<file path="src/rtl/voxel_pixel_shader.sv">
// Per-pixel voxel ray-marcher: keeps the nearest hit (id, depth) per frame and shades from the palette.
// Build option: define PIXEL_SHADER_EARLY_EXIT_EN to abort a march once no nearer hit is possible.
module voxel_pixel_shader #(
  parameter int ROW_BITS     = 8,
  parameter int COL_BITS     = 8,
  parameter int COORD_BITS   = 8,
  parameter int PALETTE_BITS = 8,
  parameter int FRACT_BITS   = 8,
  parameter int PIXEL_BITS   = 8,
  parameter int MAX_STEPS    = 1024,
  parameter int STEP_SHIFT   = 4
) (
  input  logic                                  clock,
  input  logic                                  reset,
  input  logic                                  do_rasterize,
  input  logic                                  do_shade,
  input  logic [COORD_BITS-1:0]                 voxel_x,
  input  logic [COORD_BITS-1:0]                 voxel_y,
  input  logic [COORD_BITS-1:0]                 voxel_z,
  input  logic [PALETTE_BITS-1:0]               voxel_id,
  input  logic [PIXEL_BITS-1:0]                 palette_entry,
  input  logic signed [COORD_BITS+FRACT_BITS-1:0] cam_pos_x,
  input  logic signed [COORD_BITS+FRACT_BITS-1:0] cam_pos_y,
  input  logic signed [COORD_BITS+FRACT_BITS-1:0] cam_pos_z,
  input  logic signed [COORD_BITS+FRACT_BITS-1:0] cam_look_x,
  input  logic signed [COORD_BITS+FRACT_BITS-1:0] cam_look_y,
  input  logic signed [COORD_BITS+FRACT_BITS-1:0] cam_look_z,
  input  logic [ROW_BITS-1:0]                   row,
  input  logic [COL_BITS-1:0]                   col,
  output logic                                  rasterizing_done,
  output logic                                  shading_done,
  output logic [PIXEL_BITS-1:0]                 pixel
);

  localparam int D  = $clog2(MAX_STEPS);
  localparam int CW = COORD_BITS + FRACT_BITS;
  localparam int PW = CW + 2;
  localparam int SW = FRACT_BITS + 2;
  localparam int MW = CW + SW + 2;

  typedef enum logic [1:0] {IDLE, MARCH, RDONE, SDONE} state_e;

  state_e state_q, state_d;

  logic signed [PW-1:0]   p_q [3];
  logic signed [PW-1:0]   p_d [3];
  logic signed [PW-1:0]   step_q [3];
  logic signed [PW-1:0]   step_d [3];
  logic [COORD_BITS-1:0]  vox_q [3];
  logic [COORD_BITS-1:0]  vox_d [3];
  logic [PALETTE_BITS-1:0] vid_q, vid_d;
  logic [D-1:0]           k_q, k_d;
  logic [D-1:0]           depth_q, depth_d;
  logic [PALETTE_BITS-1:0] id_q, id_d;
  logic [PIXEL_BITS-1:0]  pixel_q, pixel_d;
  logic                   frame_q, frame_d;

  // Screen offsets as signed fractions: (idx - 2^(N-1)) / 2^N in units of 2^-FRACT_BITS.
  logic signed [COL_BITS:0] col_c;
  logic signed [ROW_BITS:0] row_c;
  logic signed [MW-1:0]     s_wide, t_wide, sx_prod, sz_prod;
  logic signed [SW-1:0]     s_frac, t_frac;
  logic signed [PW-1:0]     dir [3];

  assign col_c  = $signed({1'b0, col}) - $signed({2'b01, {(COL_BITS-1){1'b0}}});
  assign row_c  = $signed({1'b0, row}) - $signed({2'b01, {(ROW_BITS-1){1'b0}}});
  assign s_wide = (MW'(col_c) <<< FRACT_BITS) >>> COL_BITS;
  assign t_wide = (MW'(row_c) <<< FRACT_BITS) >>> ROW_BITS;
  assign s_frac = SW'(s_wide);
  assign t_frac = SW'(t_wide);

  // right = (-look_z, 0, look_x); negate before the floor so rounding is toward -inf on s*right.
  always_comb begin
    sx_prod = (MW'(s_frac) * (-MW'(cam_look_z))) >>> FRACT_BITS;
    sz_prod = (MW'(s_frac) * MW'(cam_look_x)) >>> FRACT_BITS;
    dir[0]  = PW'(cam_look_x) + PW'(sx_prod);
    dir[1]  = PW'(cam_look_y) - PW'(t_frac);
    dir[2]  = PW'(cam_look_z) + PW'(sz_prod);
  end

  logic hit, last_step, early_abort;

  always_comb begin
    hit = 1'b1;
    for (int a = 0; a < 3; a++) begin
      if (p_q[a][PW-1] || (p_q[a][PW-1:FRACT_BITS] != {2'b00, vox_q[a]})) hit = 1'b0;
    end
  end

  assign last_step = (k_q == D'(MAX_STEPS - 1));

`ifdef PIXEL_SHADER_EARLY_EXIT_EN
  assign early_abort = (k_q >= depth_q);
`else
  assign early_abort = 1'b0;
`endif

  // NOTE: sequential state uses non-blocking assignments so every register samples pre-edge values.
  always_ff @(posedge clock) begin
    if (reset) state_q <= IDLE;
    else       state_q <= state_d;
  end

  always_comb begin
    state_d = state_q;
    case (state_q)
      IDLE: begin
        if (do_rasterize)  state_d = MARCH;
        else if (do_shade) state_d = SDONE;
      end
      MARCH: begin
        if (early_abort || hit || last_step) state_d = RDONE;
      end
      RDONE:   state_d = IDLE;
      SDONE:   state_d = IDLE;
      default: state_d = IDLE;
    endcase
  end

  always_comb begin
    rasterizing_done = (state_q == RDONE);
    shading_done     = (state_q == SDONE);
  end

  // NOTE: every signal written here gets a default first, so no latches are inferred.
  always_comb begin
    for (int a = 0; a < 3; a++) begin
      p_d[a]    = p_q[a];
      step_d[a] = step_q[a];
      vox_d[a]  = vox_q[a];
    end
    vid_d   = vid_q;
    k_d     = k_q;
    depth_d = depth_q;
    id_d    = id_q;
    pixel_d = pixel_q;
    frame_d = frame_q;

    case (state_q)
      IDLE: begin
        if (do_rasterize) begin
          if (!frame_q) begin
            depth_d = '1;
            id_d    = '0;
          end
          frame_d  = 1'b1;
          vox_d[0] = voxel_x;
          vox_d[1] = voxel_y;
          vox_d[2] = voxel_z;
          vid_d    = voxel_id;
          p_d[0]   = PW'(cam_pos_x);
          p_d[1]   = PW'(cam_pos_y);
          p_d[2]   = PW'(cam_pos_z);
          for (int a = 0; a < 3; a++) step_d[a] = dir[a] >>> STEP_SHIFT;
          k_d      = '0;
        end else begin
          frame_d = 1'b0;
          if (do_shade && (id_q != '0) && (voxel_id == id_q)) pixel_d = palette_entry;
        end
      end
      MARCH: begin
        if (!early_abort) begin
          if (hit) begin
            // Strict compare: an equal-depth later voxel does not displace the earlier one.
            if (k_q < depth_q) begin
              depth_d = k_q;
              id_d    = vid_q;
            end
          end else begin
            for (int a = 0; a < 3; a++) p_d[a] = p_q[a] + step_q[a];
            k_d = k_q + D'(1);
          end
        end
      end
      default: ;
    endcase
  end

  always_ff @(posedge clock) begin
    if (reset) begin
      depth_q <= '1;
      id_q    <= '0;
      pixel_q <= '0;
      frame_q <= 1'b0;
    end else begin
      depth_q <= depth_d;
      id_q    <= id_d;
      pixel_q <= pixel_d;
      frame_q <= frame_d;
    end
  end

  // NOTE: march working registers are always loaded on acceptance before use, so they carry no reset.
  always_ff @(posedge clock) begin
    for (int a = 0; a < 3; a++) begin
      p_q[a]    <= p_d[a];
      step_q[a] <= step_d[a];
      vox_q[a]  <= vox_d[a];
    end
    vid_q <= vid_d;
    k_q   <= k_d;
  end

  assign pixel = pixel_q;

endmodule

</file>
<file path="config.mk">
export PLATFORM = sky130hd
export DESIGN_NAME = voxel_pixel_shader
export DESIGN_NICKNAME = d
export VERILOG_FILES = /design/src/rtl/voxel_pixel_shader.sv
export SDC_FILE = /design/constraint.sdc
export NUM_CORES = 1
export LEC_CHECK = 0
export CAP_MARGIN = 20
export CORE_AREA = 5 5 265 267
export DETAILED_ROUTE_END_ITERATION = 16
export DIE_AREA = 0 0 270 272
export GPL_TIMING_DRIVEN = 0
export REMOVE_ABC_BUFFERS = 1
export SKIP_LAST_GASP = 1
export SLEW_MARGIN = 20
export SYNTH_ARGS = -nofsm -noshare
export SYNTH_HDL_FRONTEND = slang
export SYNTH_SLANG_ARGS = --single-unit
</file>
<file path="constraint.sdc">
create_clock -name clock -period 18.3 [get_ports clock]
set_input_delay 3.66 -clock clock [delete_from_list [all_inputs] [get_ports clock]]
set_output_delay 3.66 -clock clock [all_outputs]
set_load 0.01 [all_outputs]
</file>
Yosys cells after proc, flatten, opt, wreduce, memory -nomap -nowiden:

Memory sizes are Yosys's and may differ from the RTL's.
Index checks and enable logic that the tools add are counted.

* equal/unequal tests: 15
* bitwise logic cells: 1
* add/subtract/negate cells: 10
* muxes and demuxes: 28
* multiply operators: 2
* reduce and logical (&&, ||, !) cells: 15
* $lt $le $gt $ge: 1

Operators with widths (number)
* 2-to-1 mux 54 bit: 4
* case mux 54 bit (2 select lines): 1
* 2-to-1 mux 10 bit: 6
* adder 18 bit: 3
* 2-to-1 mux 24 bit: 2
* case mux 10 bit (2 select lines): 2
* 2-to-1 mux 8 bit: 4
* != test 10 x 8 -> 1 bit: 3
* multiplier 9 x 28 -> 26 bit: 1
* negation 16 -> 28 bit: 1
* multiplier 9 x 16 -> 25 bit: 1
* adder 16 x 17 -> 18 bit: 1
* adder 16 x 18 -> 18 bit: 1
* subtractor 8 x 8 -> 9 bit (second input constant): 2
* subtractor 16 x 9 -> 17 bit: 1
* case mux 8 bit (2 select lines): 1
* != test 2 bit (second input constant): 6
* adder 10 x 1 -> 10 bit (second input constant): 1
* equality test 10 bit (second input constant): 1
* less-than comparator 10 bit: 1
* equality test 8 bit: 1
* nonzero test 8 bit: 1
* 2-to-1 mux 2 bit: 3
* case mux 2 bit (3 select lines): 1
* 13 further kinds: 23

* memories: 3
* RAM bits: 132
* register bits after elaboration: 47
* logic and storage cells: 82

Memory list
* p_q: depth 3, width 18, read ports 3, clocked after memory_dff 0, write ports 3, RTL line 45 `logic signed [PW-1:0] p_q [3];`
* step_q: depth 3, width 18, read ports 3, clocked after memory_dff 0, write ports 3, RTL line 47 `logic signed [PW-1:0] step_q [3];`
* vox_q: depth 3, width 8, read ports 3, clocked after memory_dff 0, write ports 3, RTL line 49 `logic [COORD_BITS-1:0] vox_q [3];`

Depth between registers and ports, before layout:

Gate-level depths: netlist of run 1.
An unclocked memory read counts as a cell.

* word-level depth: 9
* depth in mapped cells: 33
* mapped depth without buffers: 32

Worst setup path before layout of run 1:

Ideal clock, no wire load.

* path kind: input port to flip-flop
* start point: in cam_look_z[5]
* end point: mem step_q[0][17] (netlist name), data pin
* path slack: 7284 ps
* data arrival time: 10756 ps
* stages: 31
* setup time: 260 ps
* path buffers: 0
* cells stage by stage: nor4_1 -> nor2b_1 -> nand2_1 -> xor2_1 -> nand2_1 -> fa_1 -> inv_1 -> fa_1 -> inv_1 -> fa_1 -> inv_1 -> fa_1 -> ha_1 -> ha_1 -> a21oi_1 -> o31ai_1 -> a2111oi_0 -> a21oi_1 -> a21oi_1 -> xnor2_1 -> ha_1 -> nand2_1 -> a2111oi_0 -> a221oi_1 -> a31oi_1 -> o2111ai_1 -> a31o_2 -> a21oi_2 -> a21oi_1 -> o21bai_1 -> xnor2_1

RTL lines
* start: declaration: RTL line 27 `input logic signed [COORD_BITS+FRACT_BITS-1:0] cam_look_z,`
* end: declaration: RTL line 47

==> results.sh, run 1 <==
export IMPL_clk_path_buf_depth=2
export IMPL_power_density_mw_per_mm2=201
export IMPL_cts_resized=0
export IMPL_num_io_pins=166
export IMPL_dieArea_mm2=0.0734
export IMPL_power_frac_clock_pct=7.2
export IMPL_synth_seq_cells=166
export IMPL_ctsHoldBuffers=0
export IMPL_syn_to_final_growth_pct=15.6
export IMPL_synth_distinct_cells=68
export IMPL_max_stage_delay_ns=0.86
export IMPL_grt_antenna_before_repair=4
export IMPL_synth_top_area_share_pct=25.0
export IMPL_fin_setup_tns_ns=0
export IMPL_regArea_mm2=0.00469
export IMPL_synth_edf_count=137
export IMPL_cts_setup_buffers=0
export IMPL_drtPass1Iterations=5
export IMPL_grt_pass1_vias=16547
export IMPL_worstSkewPairLatency_ns=0.44
export IMPL_overflow=0
export IMPL_setup_ws_ns=5.58
export IMPL_hpwl_mm=41.2
export IMPL_synth_largest_area_cell="fa_1"
export IMPL_ys_async_sr_fraction_pct=0
export IMPL_nFillCells=6758
export IMPL_synth_area_mm2=0.0207
export IMPL_dr_total_vias=15277
export IMPL_vias_per_cell=4.81
export IMPL_leakagePower_uw=0.0107
export IMPL_gp_congestion=0.859
export IMPL_start_util_pct=30.5
export IMPL_grt_max_degree=64
export IMPL_nets=2895
export IMPL_fin_skew_ns=0.0101
export IMPL_wl_per_cell_um=16.2
export IMPL_timing_slew_headroom_pct=34.3
export IMPL_status="completed"
export IMPL_grt_pass1_wl_mm=84.2
export IMPL_yosysSeqAreaShare_pct=22.7
export IMPL_hp_class="reg2reg"
export IMPL_start_kind="input port"
export IMPL_cts_made_buffers=17
export IMPL_power_switching_uw=2310
export IMPL_die_h_um=272
export IMPL_dp_slack_ns=5.01
export IMPL_p_int_uw=2500
export IMPL_tightest_slew_ns=0.980
export IMPL_ir_drop_v=0.000125
export IMPL_cp_arrival_ns=12.90
export IMPL_setup_viol=0
export IMPL_grt_setup_unrepaired="false"
export IMPL_critPathRequiredTime_ns=18.49
export IMPL_power_share_sequential_pct=15.1
export IMPL_tritoncts="done"
export IMPL_syn_inst=2155
export IMPL_drive_above_1_share_pct=3.84
export IMPL_ys_warn_count=0
export IMPL_critPathMaxFanout=9
export IMPL_layout_common_cells="inv_1 (269), fa_1 (259), nand2_1 (255)"
export IMPL_std_cell_rows=96
export IMPL_yosys_top_cells_area="fa_1 (25%), edfxtp_1 (20%), ha_1 (12%)"
export IMPL_numClockSinks=166
export IMPL_p_comb_share_pct=77.7
export IMPL_p_sw_share_pct=48.0
export IMPL_portBuffers=165
export IMPL_fin_crit_sh_pct=69.5
export IMPL_syn_area_per_cell_um2=9.62
export IMPL_clkTransAtPathRegs_ns=0.06
export IMPL_die_w_um=270
export IMPL_cap_violations=0
export IMPL_ctsHtreeMaxLevel=4
export IMPL_critPathCaptureType="flop"
export IMPL_drc=0
export IMPL_drv_slew=0
export IMPL_core_mm2=0.0679
export IMPL_grt_usage_pct=14.1
export IMPL_period_needed_ns=12.72
export IMPL_holdWs_ns=0.480
export IMPL_finalHoldViolations=0
export IMPL_wl_mm=51.4
export IMPL_startpoint="cam_look_z[5]"
export IMPL_ant_nets=0
export IMPL_total_power_uw=4820
export IMPL_timing_worst_setup_path_type="in2reg"
export IMPL_slowest_stage="a2111oi_0"
export IMPL_min_from="depth_q[0]"
export IMPL_layout_commonest_cell="inv_1"
export IMPL_root_buffer="clkbuf_16"
export IMPL_drt_initial_drc_count=694
export IMPL_multi_input_area_mm2=0.0148
export IMPL_worstReg2RegStart="step_q[0][36]"
export IMPL_ys_flop_type="edfxtp_1"
export IMPL_max_freq_mhz=78.6
-- registers in the layout, indices dropped and copies added, names as in the netlist --
signal / cells
p_q: 54
step_q: 41
vox_q: 24
depth_q: 10
k_q: 10
id_q: 8
pixel: 8
vid_q: 8
state_q: 2
frame_q: 1
-- critical path: cells and delay by family --
family / cells / cell delay (ns)
xor gates and xnor gates: 3 / 0.77
buffers and inverters: 4 / 0.69
adders and majority gates: 7 / 2.97
AOI/OAI and AO/OA: 13 / 3.48
and+or+nand+nor: 5 / 1.32
-- metal layers --
| layer | wire, um | global-route usage [%] | vias up |
|---|---|---|---|
| met5 | 20 | 0 | - |
| met1 | 22500 | 17.6 | 7562 |
| li1 | - | - | 7333 |
| met4 | 1230 | 4.15 | 2 |
| met3 | 2440 | 2.22 | 65 |
| met2 | 25200 | 25.0 | 315 |
-- final timing paths --
| path | slack [ns] | depth (start not counted) | to |
|---|---|---|---|
| max | 5.58 | 32 | step_q[0][17] |
| max reg2reg | 14.93 | 13 | p_q[0][52] |
| min | 0.48 | 1 | depth_q[0] |
| min reg2reg | 0.48 | 1 | depth_q[0] |
-- Yosys cell counts, drive strengths merged, types with 4 or more instances --
library cell and count:
a31oi 14, buf 6, and2 150, nand4 16, dfxtp 29, nor2b 20
a211oi 11, nor2 117, and3 16, edfxtp 137, xor2 58, nand2b 12
or3 15, o2111ai 4, o21ai 73, ha 203, nand3b 4, nor3 50
nand2 256, o21bai 24, clkbuf 65, inv 271, a21oi 57, o31ai 8
a2111oi 4, nand3 27, xnor2 113, nand4b 7, nor4 7, a21o 30
fa 259, o21a 18, or2 21, mux2i 18
-- per-stage QoR --
stage          area [um2]  utilization, %  instances
6_report            24000            35.3       3173
3_5_place_dp        23400            34.5       3140
4_1_cts             24000            35.3       3172
2_1_floorplan       20500               -       2084
5_1_grt             24000            35.3       3173
3_3_place_gp        23200            34.2       3131
-- cell type report --
class	count	area share, %
clock buffer	21	1.84
antenna	1	0.0104
clock inverter	11	0.454
timing repair buffer	174	7.55
sequential	166	19.6
tap	882	4.61
multi-input combinational	1647	61.7
inverter	271	4.26
-- power by group through the flow --
stage	Combinational [uW]	Sequential [uW]	Clock (uW)
floorplan	2820	715	0
global placement	3650	735	0
detailed placement	3750	734	0
CTS	3780	727	359
global route	4290	736	371
finish	3740	727	347
-- kinds of logic after synthesis --
logic type	synth area share (%)
AND/OR/NAND/NOR	17.4
adder cells (fa/ha/maj)	37.3
buffers and inverters	6.20
AO/OA/AOI/OAI	8.33
XOR/XNOR	7.23
flip-flops	22.7
multiplexers	0.924
Note: power is estimated with default switching activity, not from simulation.
==> run 2: changes to the inputs <==
==> constraint.sdc (replaced) <==
create_clock -name clock -period 10.3 [get_ports clock]
set_input_delay 2.06 -clock clock [delete_from_list [all_inputs] [get_ports clock]]
set_output_delay 2.06 -clock clock [all_outputs]
set_load 0.01 [all_outputs]
==> results.sh, run 2 (synthesis results as in run 1) <==
export IMPL_drt_initial_drc_count=639
export IMPL_start_kind="input port"
export IMPL_tritoncts="done"
export IMPL_timing_rr_end="p_q[0][52]"
export IMPL_leakagePower_uw=0.0108
export IMPL_top_register="p_q"
export IMPL_slowest_stage="clkdlybuf4s50_1"
export IMPL_numClockSinks=166
export IMPL_p_sw_share_pct=48.0
export IMPL_min_to="depth_q[0]"
export IMPL_ant_nets=0
export IMPL_portBuffers=165
export IMPL_wl_per_cell_um=16.2
export IMPL_grt_pass1_vias=16555
export IMPL_die_h_um=272
export IMPL_reg2reg_slack_ns=6.93
export IMPL_grt_max_degree=64
export IMPL_max_stage_delay_ns=0.55
export IMPL_reg_top3="p_q (54), step_q (41), vox_q (24)"
export IMPL_critPathRequiredTime_ns=10.48
export IMPL_syn_to_final_growth_pct=16.6
export IMPL_start_util_pct=30.5
export IMPL_clk_path_buf_depth=2
export IMPL_drive_above_1_share_pct=4.71
export IMPL_layout_common_cells="inv_1 (269), fa_1 (259), nand2_1 (255)"
export IMPL_hp_class="reg2reg"
export IMPL_finalHoldViolations=0
export IMPL_cpMostUsedCell="fa_1"
export IMPL_cap_violations=0
export IMPL_grt_pass1_wl_mm=84.2
export IMPL_place_area_mm2=0.0234
export IMPL_finalNonFillerCells=3174
export IMPL_ctsHtreeMaxLevel=4
export IMPL_dr_total_vias=15293
export IMPL_reg2reg_depth=13
export IMPL_drtPass1Iterations=6
export IMPL_hpwl_mm=41.2
export IMPL_gp_congestion=0.859
export IMPL_holdPathStages=1
export IMPL_worstSkewPairLatency_ns=0.44
export IMPL_period_needed_ns=9.81
export IMPL_dieArea_mm2=0.0734
export IMPL_fin_crit_sh_pct=95.2
export IMPL_cts_made_buffers=17
export IMPL_nets=2896
export IMPL_dp_cells=3140
export IMPL_root_buffer="clkbuf_16"
export IMPL_std_cell_rows=96
export IMPL_worstReg2RegStart="step_q[0][36]"
export IMPL_grt_setup_unrepaired="true"
export IMPL_grt_usage_pct=14.1
export IMPL_fin_area_mm2=0.0242
export IMPL_power_density_mw_per_mm2=357
export IMPL_tightest_slew_ns=0.777
export IMPL_die_w_um=270
export IMPL_vias_per_cell=4.82
export IMPL_num_io_pins=166
export IMPL_power_frac_clock_pct=7.1
export IMPL_drc=0
export IMPL_power_share_sequential_pct=15.0
export IMPL_critPathMaxFanout=9
export IMPL_ir_drop_v=0.000221
export IMPL_wl_mm=51.4
export IMPL_clkTransAtPathRegs_ns=0.06
export IMPL_cp_arrival_ns=9.99
export IMPL_p_comb_share_pct=77.9
export IMPL_p_int_uw=4480
export IMPL_layout_commonest_cell="inv_1"
export IMPL_power_switching_uw=4140
export IMPL_drv_slew=0
export IMPL_holdWs_ns=0.476
export IMPL_min_from="depth_q[0]"
export IMPL_timing_slew_headroom_pct=48.1
export IMPL_ctsHoldBuffers=0
export IMPL_status="completed"
export IMPL_grt_antenna_before_repair=4
export IMPL_overflow=0
export IMPL_critPathCaptureType="flop"
export IMPL_setup_viol=0
export IMPL_max_freq_mhz=102
export IMPL_largest_reg_flops=54
export IMPL_timing_worst_setup_path_type="in2reg"
export IMPL_fin_skew_ns=0.0107
export IMPL_core_mm2=0.0679
-- run 2: power by group through the flow --
stage / registers (uW) / clock network [uW] / logic, uW
2_1_floorplan: 1270 / 0 / 5010
3_3_place_gp: 1310 / 0 / 6480
3_5_place_dp: 1300 / 0 / 6660
4_1_cts: 1290 / 637 / 6740
5_1_grt: 1310 / 659 / 7690
6_report: 1290 / 615 / 6710
-- run 2: what timing repair did --
action / 4_1_cts / 5_1_grt
resized for setup: 11 / 19
pin swaps: 1 / 2
setup endpoints to repair: 12 / 12
setup buffers: 0 / 1
-- run 2: routing by layer --
metal | global-route usage [%] | vias to the layer above | routed length (um)
met2 | 25.0 | 301 | 25400
met5 | 0 | - | 20
met4 | 4.16 | 2 | 1150
li1 | - | 7335 | -
met3 | 2.22 | 64 | 2170
met1 | 17.7 | 7591 | 22700
-- run 2: layout make-up --
| cell class | count | area (um2) |
|---|---|---|
| multi-input combinational | 1647 | 15000 |
| antenna | 1 | 2.50 |
| tap | 882 | 1100 |
| fill | 6743 | 43700 |
| clock inverter | 11 | 109 |
| inverter | 271 | 1020 |
| sequential | 166 | 4690 |
| clock buffer | 21 | 440 |
| timing repair buffer | 175 | 1820 |
-- run 2: worst max path at each step --
| stage | startpoint | end | slack (ns) |
|---|---|---|---|
| final | cam_look_z[3] | step_q[0][17] | 0.49 |
| after global routing | cam_look_z[3] | step_q[0][17] | -0.08 |
| after CTS | cam_look_z[5] | step_q[0][17] | 0.02 |
| after detailed placement | cam_look_z[5] | step_q[0][17] | -1.39 |
| after global placement | col[7] | step_q[0][17] | -1.86 |
| after floorplan | cam_look_z[5] | step_q[0][17] | 0.88 |
-- run 2: per-stage QoR --
| step | total power, uW | setup TNS [ns] | worst slack, ns | utilization, % |
|---|---|---|---|---|
| 2_1_floorplan | 6280 | 0 | 0.884 | - |
| 3_3_place_gp | 7790 | -30.15 | -1.86 | 34.2 |
| 3_5_place_dp | 7970 | -12.79 | -1.39 | 34.5 |
| 4_1_cts | 8670 | 0 | 0.0247 | 35.4 |
| 5_1_grt | 9660 | -0.0786 | -0.0786 | 35.6 |
| 6_report | 8620 | 0 | 0.490 | 35.6 |
-- run 2: critical path: cells and delay by family --
family | cells | cell delay [ns]
fa+ha+maj | 7 | 3.23
compound gates | 11 | 2.49
simple gates | 5 | 1.12
buf+inv | 4 | 0.69
xor+xnor | 3 | 0.38
==> run 3: changes to the inputs <==
--- a/config.mk
+++ b/config.mk
@@ -9,6 +9,7 @@
 export CORE_AREA = 5 5 265 267
 export DETAILED_ROUTE_END_ITERATION = 16
 export DIE_AREA = 0 0 270 272
+export GPL_ROUTABILITY_DRIVEN = 0
 export GPL_TIMING_DRIVEN = 0
 export REMOVE_ABC_BUFFERS = 1
 export SKIP_LAST_GASP = 1
==> results of run 3 <==
No change in the layout: final DEF, timing and power equal those of run 2.
